$ cat src/rtl/mdu_pkg.sv
// Shared definitions for the RV32M multiply/divide sequencer: op codes, FSM
// states, loop length and architectural special-case results.
package mdu_pkg;

    localparam logic [2:0] MDU_MUL    = 3'b000;
    localparam logic [2:0] MDU_MULH   = 3'b001;
    localparam logic [2:0] MDU_MULHSU = 3'b010;
    localparam logic [2:0] MDU_MULHU  = 3'b011;
    localparam logic [2:0] MDU_DIV    = 3'b100;
    localparam logic [2:0] MDU_DIVU   = 3'b101;
    localparam logic [2:0] MDU_REM    = 3'b110;
    localparam logic [2:0] MDU_REMU   = 3'b111;

    localparam int          MDU_ITERS = 32;
    localparam logic [31:0] DIV0_QUOT = 32'hFFFF_FFFF;
    localparam logic [31:0] OVF_QUOT  = 32'h8000_0000;

    typedef enum logic [2:0] {
        S_IDLE,
        S_PREP,
        S_ITER,
        S_FIX,
        S_DONE
    } mdu_state_e;

    function automatic logic [31:0] neg_if(input logic neg, input logic [31:0] v);
        return neg ? (~v + 32'd1) : v;
    endfunction

endpackage

$ cat src/rtl/mdu_sequencer_if.sv
// Decoder-to-MDU handshake bundle; master is the issuing stage, slave the MDU.
interface mdu_sequencer_if #(parameter int XLEN = 32);

    logic            start_i;
    logic [2:0]      funct3_i;
    logic [XLEN-1:0] A_i;
    logic [XLEN-1:0] B_i;
    logic            kill_i;
    logic            busy_o;
    logic            done_o;
    logic [XLEN-1:0] result_o;

    modport master (
        output start_i, funct3_i, A_i, B_i, kill_i,
        input  busy_o, done_o, result_o
    );

    modport slave (
        input  start_i, funct3_i, A_i, B_i, kill_i,
        output busy_o, done_o, result_o
    );

endinterface

$ cat src/rtl/mdu_step.sv
// Shared 33-bit add/subtract step; co_o is carry out (for subtract, 1 = no borrow).
module mdu_step (
    input  logic [32:0] a_i,
    input  logic [32:0] b_i,
    input  logic        sub_i,
    output logic [32:0] sum_o,
    output logic        co_o
);

    logic [32:0] b_eff;

    always_comb begin
        b_eff          = sub_i ? ~b_i : b_i;
        {co_o, sum_o}  = {1'b0, a_i} + {1'b0, b_eff} + {33'd0, sub_i};
    end

endmodule

$ cat src/rtl/mdu_sequencer.sv
// Iterative RV32M multiply/divide sequencer (shift-add multiply, restoring divide).
// Define MDU_FAST_SPECIAL_EN to resolve div-by-zero, overflow and zero multiply in PREP.
module mdu_sequencer
    import mdu_pkg::*;
#(
    parameter int XLEN = 32
) (
    input  logic            clk,
    input  logic            reset,
    mdu_sequencer_if.slave  bus
);

    mdu_state_e        state_q, state_d;
    logic [2:0]        op_q, op_d;
    logic [XLEN-1:0]   a_q, a_d, b_q, b_d;
    logic [XLEN-1:0]   opnd_q, opnd_d;
    logic [XLEN-1:0]   result_q, result_d;
    logic [2*XLEN-1:0] acc_q, acc_d;
    logic [4:0]        cnt_q, cnt_d;

    logic              is_div, a_sgn, b_sgn, a_neg, b_neg, res_neg;
    logic              div0, ovf, mul_zero;
    logic [XLEN-1:0]   a_mag, b_mag, special_res, fix_res;
    logic [2*XLEN-1:0] prod;
    logic [32:0]       step_a, step_b, step_sum;
    logic              step_co;

    // Operands stay latched for the whole operation, so signs and special
    // cases are decoded combinationally instead of being stored.
    always_comb begin
        is_div   = op_q[2];
        a_sgn    = (op_q == MDU_MULH) || (op_q == MDU_MULHSU) ||
                   (op_q == MDU_DIV)  || (op_q == MDU_REM);
        b_sgn    = (op_q == MDU_MULH) || (op_q == MDU_DIV) || (op_q == MDU_REM);
        a_neg    = a_sgn & a_q[XLEN-1];
        b_neg    = b_sgn & b_q[XLEN-1];
        res_neg  = a_neg ^ b_neg;
        a_mag    = neg_if(a_neg, a_q);
        b_mag    = neg_if(b_neg, b_q);
        div0     = is_div && (b_q == '0);
        ovf      = ((op_q == MDU_DIV) || (op_q == MDU_REM)) &&
                   (a_q == OVF_QUOT) && (b_q == DIV0_QUOT);
        mul_zero = !is_div && ((a_q == '0) || (b_q == '0));

        special_res = '0;
        if (div0) special_res = op_q[1] ? a_q : DIV0_QUOT;
        else if (ovf && !op_q[1]) special_res = OVF_QUOT;

        prod = res_neg ? (~acc_q + 64'd1) : acc_q;
        unique case (op_q)
            MDU_MUL:                        fix_res = prod[XLEN-1:0];
            MDU_MULH, MDU_MULHSU, MDU_MULHU: fix_res = prod[2*XLEN-1:XLEN];
            MDU_DIV, MDU_DIVU:              fix_res = neg_if(res_neg, acc_q[XLEN-1:0]);
            default:                        fix_res = neg_if(a_neg, acc_q[2*XLEN-1:XLEN]);
        endcase
    end

    // Multiply adds the multiplicand to the upper half; divide subtracts the
    // divisor from the 33-bit shifted partial remainder.
    always_comb begin
        step_a = is_div ? acc_q[2*XLEN-1:XLEN-1] : {1'b0, acc_q[2*XLEN-1:XLEN]};
        step_b = {1'b0, opnd_q};
    end

    mdu_step u_step (
        .a_i   (step_a),
        .b_i   (step_b),
        .sub_i (is_div),
        .sum_o (step_sum),
        .co_o  (step_co)
    );

    // NOTE: every _d gets its hold value first so no path through the case
    // below leaves a variable unassigned, which would infer a latch.
    always_comb begin
        state_d  = state_q;
        op_d     = op_q;
        a_d      = a_q;
        b_d      = b_q;
        opnd_d   = opnd_q;
        result_d = result_q;
        acc_d    = acc_q;
        cnt_d    = cnt_q;

        unique case (state_q)
            S_IDLE, S_DONE: begin
                if (bus.start_i) begin
                    op_d    = bus.funct3_i;
                    a_d     = bus.A_i;
                    b_d     = bus.B_i;
                    state_d = S_PREP;
                end else begin
                    state_d = S_IDLE;
                end
            end
            S_PREP: begin
                acc_d   = {{XLEN{1'b0}}, (is_div ? a_mag : b_mag)};
                opnd_d  = is_div ? b_mag : a_mag;
                cnt_d   = '0;
                state_d = S_ITER;
`ifdef MDU_FAST_SPECIAL_EN
                if (div0 || ovf || mul_zero) begin
                    result_d = special_res;
                    state_d  = S_DONE;
                end
`endif
            end
            S_ITER: begin
                if (is_div) begin
                    acc_d = step_co ? {step_sum[XLEN-1:0], acc_q[XLEN-2:0], 1'b1}
                                    : {acc_q[2*XLEN-2:0], 1'b0};
                end else begin
                    acc_d = acc_q[0] ? {step_sum, acc_q[XLEN-1:1]}
                                     : {1'b0, acc_q[2*XLEN-1:1]};
                end
                cnt_d = cnt_q + 5'd1;
                if (cnt_q == 5'(MDU_ITERS - 1)) state_d = S_FIX;
            end
            S_FIX: begin
                result_d = (div0 || ovf) ? special_res : fix_res;
                state_d  = S_DONE;
            end
            default: state_d = S_IDLE;
        endcase

        // A flush abandons the operation and must not disturb the old result.
        if (bus.kill_i) begin
            state_d  = S_IDLE;
            result_d = result_q;
        end
    end

    // NOTE: state registers use non-blocking assignment so every flop samples
    // the pre-edge values computed above, independent of statement order.
    always_ff @(posedge clk or posedge reset) begin
        if (reset) begin
            state_q  <= S_IDLE;
            op_q     <= MDU_MUL;
            a_q      <= '0;
            b_q      <= '0;
            opnd_q   <= '0;
            result_q <= '0;
            acc_q    <= '0;
            cnt_q    <= '0;
        end else begin
            state_q  <= state_d;
            op_q     <= op_d;
            a_q      <= a_d;
            b_q      <= b_d;
            opnd_q   <= opnd_d;
            result_q <= result_d;
            acc_q    <= acc_d;
            cnt_q    <= cnt_d;
        end
    end

    assign bus.busy_o   = (state_q == S_PREP) || (state_q == S_ITER) || (state_q == S_FIX);
    assign bus.done_o   = (state_q == S_DONE);
    assign bus.result_o = result_q;

endmodule

$ cat src/flat_wrapper.sv
// flat-port wrapper written by rule: the top's interface ports become plain ports
module mdu_sequencer_flat import mdu_pkg::*;
#(
    parameter int XLEN = 32
)
  (clk, reset, bus_start_i, bus_funct3_i, bus_A_i, bus_B_i, bus_kill_i, bus_busy_o, bus_done_o, bus_result_o);
  mdu_sequencer_if #(.XLEN(XLEN)) bus_i ();
  input  logic clk;
  input  logic reset;
  input wire logic [$bits(bus_i.start_i)-1:0] bus_start_i;
  input wire logic [$bits(bus_i.funct3_i)-1:0] bus_funct3_i;
  input wire logic [$bits(bus_i.A_i)-1:0] bus_A_i;
  input wire logic [$bits(bus_i.B_i)-1:0] bus_B_i;
  input wire logic [$bits(bus_i.kill_i)-1:0] bus_kill_i;
  output wire logic [$bits(bus_i.busy_o)-1:0] bus_busy_o;
  output wire logic [$bits(bus_i.done_o)-1:0] bus_done_o;
  output wire logic [$bits(bus_i.result_o)-1:0] bus_result_o;
  assign bus_i.start_i = bus_start_i;
  assign bus_i.funct3_i = bus_funct3_i;
  assign bus_i.A_i = bus_A_i;
  assign bus_i.B_i = bus_B_i;
  assign bus_i.kill_i = bus_kill_i;
  assign bus_busy_o = bus_i.busy_o;
  assign bus_done_o = bus_i.done_o;
  assign bus_result_o = bus_i.result_o;
  mdu_sequencer #(.XLEN(XLEN)) u_core (.clk(clk), .reset(reset), .bus(bus_i));
endmodule
$ cat config.mk
export PLATFORM = sky130hd
export DESIGN_NAME = mdu_sequencer_flat
export DESIGN_NICKNAME = d
export VERILOG_FILES = /design/src/rtl/mdu_pkg.sv /design/src/rtl/mdu_sequencer_if.sv /design/src/rtl/mdu_step.sv /design/src/rtl/mdu_sequencer.sv /design/src/flat_wrapper.sv
export SDC_FILE = /design/constraint.sdc
export NUM_CORES = 1
export LEC_CHECK = 0
export CAP_MARGIN = 20
export CORE_UTILIZATION = 64
export DETAILED_ROUTE_END_ITERATION = 8
export PLACE_DENSITY = 0.85
export SETUP_SLACK_MARGIN = 0.3
export SYNTH_ARGS = -nofsm -noshare
export SYNTH_HDL_FRONTEND = slang
export SYNTH_SLANG_ARGS = --single-unit
$ cat constraint.sdc
create_clock -name clk -period 20.2 [get_ports clk]
set_clock_uncertainty 0.2 [all_clocks]
set_input_delay 4.04 -clock clk [delete_from_list [all_inputs] [get_ports clk]]
set_output_delay 4.04 -clock clk [all_outputs]
set_load 0.03 [all_outputs]
==> impl.org, run 1 <==
** STA
- Unrepaired setup endpoints after global routing :: false
- Setup Viol. Count Final :: 0
- In the final timing run, aggregate negative setup slack is 0 ns.
- Max Freq :: 150.6 MHz
- Worst slew margin :: 0.2800
- Post-layout min period :: 6.639 ns
- In the finished design, the share of the clock period the worst path needs comes to 0.3287.
- Pin slew with the least headroom to its limit :: 1.080 ns
- The number of endpoints with negative hold slack in the final report is 0.
- Setup ws final :: 13.56 ns
- Slew Limit Fails :: 0

** Routing
- In this run, the number of DRC markers left after iteration 0 of detailed routing was 2301.
- After detailed routing, the total wire length is 57.47 mm.
- Residual antenna-violating net count after detailed routing :: 0
- Average vias per placed instance :: 7.103
- Number of DRC violations after detailed routing :: 0
- The detailed router placed 16.35k vias in this run.
- Avg WL per Cell :: 24.97 um
- The first detailed-routing pass ran for 6 iterations.

** Die
- Placement row count :: 58
- In this run the horizontal extent of the chip is 161.8 um.
- Core area :: 25110 um2
- Ports placed on the boundary :: 105
- Die height :: 161.8 um
- The die covers 26180 um2.
- The initial utilization of the core area, before any placement, comes to 0.6508.

** Power and ir drop
- Static Leak :: 7.355 nW
- Relative contribution of the clock network to total power :: 0.145
- The internal power of the cells totals 1.536 mW.
- Pwr/cell area :: 173.3 nW/um2
- Part of the power in combinational logic :: 0.579
- Switching power as a share of total power :: 0.5120
- Summed over all nets, the switching power comes to 1.611 mW.
- Reg power frac :: 0.276
- IR analysis of the VDD net gives a maximum drop of 0.1127 mV.

** Cells and area
- FF/Latch Area :: 5084 um2
- In the final layout, the multi-input gates occupy 10510 um2.
- Ant. Diodes :: 0
- After filler insertion, the fill cell instance count of the layout stands at 1961.
- Growth of design area from synthesis to finish :: 11.11%
- At the end of the flow, the number of nets in the layout was 2066.
- In the final layout, the share of cells above drive strength 1 is 0.09381.

** Placement
- Pre-CTS setup slack :: 13.08 ns
- Buffers placed on the I/O ports in this run total 104.
- HPWL after detailed placement :: 40.60 mm
- Placer Congestion :: 1.014

** Run
- Max-cap violations in this run came to 0.

** Logic synthesis
- In this run, synthesis inferred 0 flip-flops with an integrated enable.
- Main combinational cell family by area after synthesis :: compound AO/OA/AOI/OAI gates
- Most common flop cell mapped by yosys :: dfrtp_1
- Number of register bits inferred by synthesis :: 203
- Post-Synth XOR/XNOR Area :: 0.1034
- Cell variety after synth :: 82
- The compound-cell area share of the yosys netlist was 0.2434.
- Area fraction in and, or, nand and nor cells after synthesis :: 0.1694
- A synthesized cell averages 8.270 um2.
- Fraction of the mapped netlist area in adder cells :: 0.03032
- Measured against the total synthesized area, the mux share comes to 0.09525.
- In the synthesized netlist the async set-or-reset flop fraction comes to 1.000.
- The Yosys step of the flow raised 0 warnings.
- Synthesized instance count :: 1976
- Fraction of the yosys area taken by sequential cells :: 0.3108
- Nets in the synthesized netlist :: 2086
- After synthesis the cells add up to 16340 um2.

** Global route
- Across every metal layer, demand over resource in global routing totals 0.4383.
- Global-route wire length before repair :: 88.20 mm
- Via count of the first global-routing pass :: 15.02k
- Initial antenna violation count :: 0
- Total grt overflow :: 0
- Maximum number of pins on one net before global-route repair :: 132

** Min path
- Number of cells traversed by the worst hold path :: 2
- The worst hold path belongs to the class flip-flop to flip-flop.

** Critical path
- The critical path goes through clkdlybuf4s50_1 -> nor2_1 -> nand3_1 -> buf_4 -> clkinv_1 -> nand2_1 -> a221oi_1 -> a221o_1.
- The number of cells on the worst reg-to-reg path is 13.
- At the worst endpoint, the required time is 20.43 ns.
- By startpoint and endpoint, the worst setup path is classified as input port to flip-flop.
- Kind of capture point of the worst setup path :: flip-flop
- Peak fanout along the critical path :: 42
- STA classifies the critical path startpoint as an input port.
- Data arrives at the worst endpoint at 6.87 ns.
- In this design, the stage delay of the slowest critical-path cell is 0.72 ns.
- Standard cell with the maximum stage delay on the critical path :: clkinv_1

** Status
- Outcome :: completed

** Clocking
- Latest clock arrival within the worst-skew pair :: 0.55 ns
- The clock net in this run drives a total of 203 sinks.
- In this run the number of H-tree levels came out at 1.
- After clock tree synthesis, the repair step resized 0 gates.
- The number of clock buffers added by TritonCTS is 24.
- TritonCTS built the clock tree.
- Buffers added to address setup during post-CTS repair amount to 0.
- Hold buffer count at CTS :: 0
- Reg clk slew, reported paths :: 0.06 ns
- The clock passes through at most 3 buffers.
- The cell sitting at the root of the clock tree is a clkbuf_16.
kinds of logic (layout without fill, tap and decap cells):
logic type	after synthesis	count (layout)
compound gates	606	606
simple gates	590	590
flops	203	203
buf+inv	202	198
xor+xnor	192	192
mux	144	144
fa+ha+maj	39	39
critical path: cells and delay by family:
| kind | cells | cell delay [ns] |
|---|---|---|
| buffers and inverters | 3 | 1.61 |
| and+or+nand+nor | 3 | 0.74 |
| AOI/OAI and AO/OA | 2 | 0.46 |
cells in the mapped netlist, types with 9 or more instances:
master / instances / area [um2]
clkbuf_1: 150 / 563.0
o221ai_1: 37 / 324.1
mux2i_1: 52 / 520.5
nor2_1: 157 / 589.3
o22ai_1: 13 / 81.33
a221o_1: 16 / 160.2
ha_1: 38 / 475.5
a21o_1: 14 / 105.1
a21oi_1: 134 / 670.6
o211ai_1: 25 / 187.7
a211oi_1: 12 / 90.09
a31oi_1: 15 / 93.84
nor3_1: 51 / 255.2
nor4_1: 15 / 93.84
mux2_2: 92 / 1036
inv_1: 24 / 90.09
o21a_1: 11 / 82.58
nand3_1: 21 / 105.1
buf_2: 9 / 45.04
o31ai_1: 48 / 360.4
o21ai_0: 171 / 855.8
nand2_1: 212 / 795.8
xor2_1: 111 / 972.2
dfrtp_1: 203 / 5080
xnor2_1: 80 / 700.7
or4_1: 21 / 157.7
nand4_1: 21 / 131.4
buf_1: 13 / 48.80
or3_1: 26 / 162.7
o41ai_1: 19 / 166.4
power groups by stage:
stage / combinational [mW] / sequential (mW) / clock [mW]
after floorplan: 1.33 / 0.722 / 0
after global placement: 1.72 / 0.846 / 0
after detailed placement: 1.75 / 0.854 / 0
after CTS: 1.77 / 0.848 / 0.455
after global routing: 1.96 / 0.878 / 0.471
final: 1.82 / 0.868 / 0.458
registers in the layout, indices dropped and copies added, names as in the netlist:
signal	cells
u_core.a_q	32
u_core.acc_q	64
u_core.b_q	32
u_core.bus.result_o	32
u_core.cnt_q	5
u_core.op_q	3
u_core.opnd_q	32
u_core.state_q	3
layout by cell type, fill, tap and decap left out, types with 26 or more instances in the layout:
master           Yosys  layout
a21oi_1            134     134
clkdlybuf4s50_1      0     104
dfrtp_1            203     202
ha_1                38      38
mux2_2              92      92
mux2i_1             52      52
nand2_1            212     211
nor2_1             157     155
nor3_1              51      51
o21ai_0            171     171
o221ai_1            37      37
o31ai_1             48      48
or3_1               26      26
xnor2_1             80      80
xor2_1             111     111
path summary, 6_finish.rpt:
kind	start	end	slack (ns)
max	bus_kill_i	u_core.bus.result_o[9]	13.56
min	u_core.bus.result_o[20]	u_core.bus.result_o[20]	0.28
max reg2reg	u_core.op_q[2]	u_core.acc_q[49]	14.30
min reg2reg	u_core.bus.result_o[20]	u_core.bus.result_o[20]	0.28
max in group asynchronous	reset	u_core.acc_q[26]	14.30
min in group asynchronous	reset	u_core.a_q[28]	3.91
through the flow:
step	total power, mW	utilization	hold WS, ns	cells	instance area, um2
5_1_grt	3.305	0.7231	0.3212	2302	18160
2_1_floorplan	2.053	-	0.2494	1976	16340
4_1_cts	3.069	0.7231	0.2842	2302	18160
3_3_place_gp	2.564	0.6906	0.2663	2260	17340
3_5_place_dp	2.602	0.6906	0.2730	2260	17340
6_report	3.147	0.7231	0.2816	2302	18160
routing by layer:
layer,wire length (um),track usage
met5,0,0
met4,4097,0.2749
met3,6215,0.1047
met2,24970,0.6578
met1,22190,0.5690
area by class of cell:
type	instances	share of cell area
sequential	203	0.2800
inverter	28	0.006202
timing repair buffer	128	0.06725
clock buffer	35	0.03811
multi-input combinational	1571	0.5788
clock inverter	7	0.006891
tap	330	0.02274
Power figures use the tool's default switching activity.
==> run 2: changes to the inputs <==
CORE_UTILIZATION = 55   (was 64)
PLACE_DENSITY = 0.78   (was 0.85)
clock period = 5.4 ns   (was 20.2 ns; I/O delays follow)
==> run 2 against run 1 <==
Compared with the run above: register-to-register slack lost 14 ns; largest cell class unchanged; largest power group unchanged; die area is 16% higher; critical path type is now flip-flop to flip-flop; hold slack better by 0.0065 ns; clock power increased to 3.9 times the previous value.
==> impl.org, run 2 (synthesized netlist as in run 1, its figures left out) <==
** Routing
- For this run, design rule violations remaining after detail routing come to 0.
- DR vias :: 16.12k
- Average vias per placed instance :: 6.774
- The first TritonRoute pass finished after 6 iterations.
- Once detail routing completed, the nets flagged for antenna violations numbered 0.
- After detailed routing, the average wire length per cell comes to 24.38 um.
- The detailed router finished its first iteration with 1739 violations.
- Wirelength, routed :: 58.01 mm

** Clocking
- The later pin in the worst-skew pair is clocked with a latency of 0.56 ns.
- Root Buffer :: clkbuf_16
- Hold buffer count at CTS :: 0
- Cts bufs inserted :: 24
- Post-CTS timing repair inserted 0 buffers for setup.
- CTS resizes :: 0
- Clock tree from TritonCTS :: done
- Maximum level of the CTS H-tree :: 1
- Reg clk slew, reported paths :: 0.06 ns
- No sink is reached through more buffers than the 3 on the longest clock path.
- The clock drives 203 sinks.

** Die
- The die is 174.4 um wide.
- The die covers 30410 um2.
- Placement row count :: 62
- Ports placed on the boundary :: 105
- The region available for standard cell placement spans 28940 um2.
- From bottom edge to top edge, the die measures 174.4 um.
- For this configuration, the core starts out at a cell density of 0.5648.

** Global route
- In the global route stage, overall resource usage came out at 0.3792.
- The total overflow left after global routing is 0.
- The first global-routing pass estimated 89.68 mm of wire.
- The via count of the first global-routing pass is 15.27k.
- The number of antenna violations at the first check in global routing is 1.
- Maximum number of pins on one net before global-route repair :: 76

** Critical path
- Startpoint types :: flip-flop
- Of all nets on the critical path, the largest fanout is 56.
- Setup slack of the worst register-to-register path :: 0.76 ns
- At the worst endpoint, the required time is 5.62 ns.
- Kind of capture point of the worst setup path :: flip-flop
- Capture instance of the worst register-to-register path :: u_core.acc_q[40]
- Crit path DAT :: 4.85 ns
- Count of cells along the worst register-to-register path :: 13
- The worst register-to-register path begins at u_core.op_q[2].
- Setup CP Type :: flip-flop to flip-flop

** Cells and area
- From synthesis to final layout, the design area changed by 12.90%.
- The register with the most flip-flops in the layout has 64 of them.
- Most flop-heavy register :: u_core.acc_q
- Fin nets :: 2087
- 0 antenna diodes ended up in the layout.
- Count of fill cells added during filler insertion :: 2493
- Final Cell Area :: 18450 um2
- In the layout the commonest cells are nand2_1, dfrtp_1, o21ai_0.
- FF/Latch Area :: 5084 um2
- Layout cell share with drive strength beyond 1 :: 0.1068
- Most common cell after layout, fill and taps aside :: nand2_1
- The multi-input combinational cells in the finished layout cover a total of 10510 um2.

** STA
- Setup violations remaining at the end of the flow were counted as 0.
- Worst slew margin :: 0.2696
- Setup repair after global routing left no endpoint under its margin.
- In the finished design, the share of the clock period the worst path needs comes to 0.8591.
- Pin slew with the least headroom to its limit :: 1.096 ns
- The count of pins over their slew limit was 0.
- The number of endpoints with negative hold slack in the final report came to 0.
- In the final timing run, aggregate negative setup slack is 0 ns.
- Max Freq :: 215.5 MHz
- The tightest hold path in the finished design has a slack of 0.2881 ns.
- The worst path needs 4.639 ns of the cycle, external delays included.

** Min path
- The tightest min-delay check is of the flip-flop to flip-flop type.
- Startpoint of the most critical hold path :: u_core.bus.result_o[31]
- Endpoint of the worst hold path :: u_core.bus.result_o[31]
- Number of cells traversed by the worst hold path :: 2

** Placement
- Placer Congestion :: 0.9956
- Input and output buffers added on the ports amount to 104.
- HPWL after detailed placement :: 42.96 mm
- Placed inst area :: 17570 um2

** Run
- Max capacitance violation total :: 0

** Power and ir drop
- Summed over all nets, the switching power comes to 6.073 mW.
- For this design the static power due to leakage is 7.483 nW.
- Across the VDD grid, the largest voltage drop is 0.3034 mV.
- The share of total power dissipated in the clock network is 0.150.
- Of the total power, combinational logic draws 0.577.
- Int Power :: 5.825 mW
- Reg power frac :: 0.273
- Switching power as a share of total power :: 0.5104
- Pwr/cell area :: 644.8 nW/um2

** Status
- The flow ran to the end, and the final reports show no timing, DRC or antenna violations.
==> run 2: critical path, stage by stage, from the launching register on <==
cell,delay (ns)
dfrtp_4,0.85
buf_4,0.35
mux2_2,0.37
ha_1,0.21
a21oi_1,0.20
o21ai_0,0.14
a21oi_1,0.36
nand4_1,0.32
o211ai_1,0.26
buf_4,0.21
nand3_1,0.28
buf_4,0.32
a2bb2oi_1,0.14
a32o_1,0.27
==> run 2: metrics by stage <==
stage                     utilization  power (mW)  instances  worst slack, ns
after global placement         0.6074       9.775       2335           0.9364
after CTS                      0.6376       11.68       2379           0.8268
after floorplan                     -       7.682       1976           0.3619
final                          0.6376       11.90       2379           0.7606
after global routing           0.6376       12.55       2379           0.3934
after detailed placement       0.6074       9.858       2335           0.8971
==> run 2: how the worst max path moves through the flow <==
stage | endpoint | from | depth (start not counted) | slack, ns
after global placement | u_core.acc_q[40] | u_core.op_q[2] | 13 | 0.94
after floorplan | u_core.acc_q[57] | u_core.op_q[2] | 17 | 0.36
after global routing | u_core.acc_q[52] | u_core.op_q[2] | 11 | 0.39
final | u_core.acc_q[40] | u_core.op_q[2] | 13 | 0.76
after detailed placement | u_core.acc_q[52] | u_core.op_q[2] | 13 | 0.90
after CTS | u_core.acc_q[52] | u_core.op_q[2] | 11 | 0.83
==> run 2: power groups by stage <==
stage | combinational [mW] | sequential (mW) | clock [mW]
floorplan | 4.98 | 2.70 | 0
global placement | 6.60 | 3.18 | 0
detailed placement | 6.66 | 3.20 | 0
CTS | 6.71 | 3.17 | 1.80
global route | 7.42 | 3.28 | 1.85
finish | 6.86 | 3.25 | 1.79
==> run 2: cell type report <==
cell class,instances,area share
Clock buffer,29,0.03574
Timing Repair Buffer,149,0.07541
Sequential cell,203,0.2755
Tap cell,384,0.02604
Clock inverter,15,0.01173
Multi-Input combinational cell,1571,0.5696
Inverter,28,0.005900
==> run 2: per-layer routing <==
layer	part of all wire	vias up	GRT usage
met4	0.065	0	0.2156
met3	0.095	202	0.08049
met1	0.40	7722	0.4958
li1	-	7241	-
met2	0.44	951	0.5812
met5	0	-	0
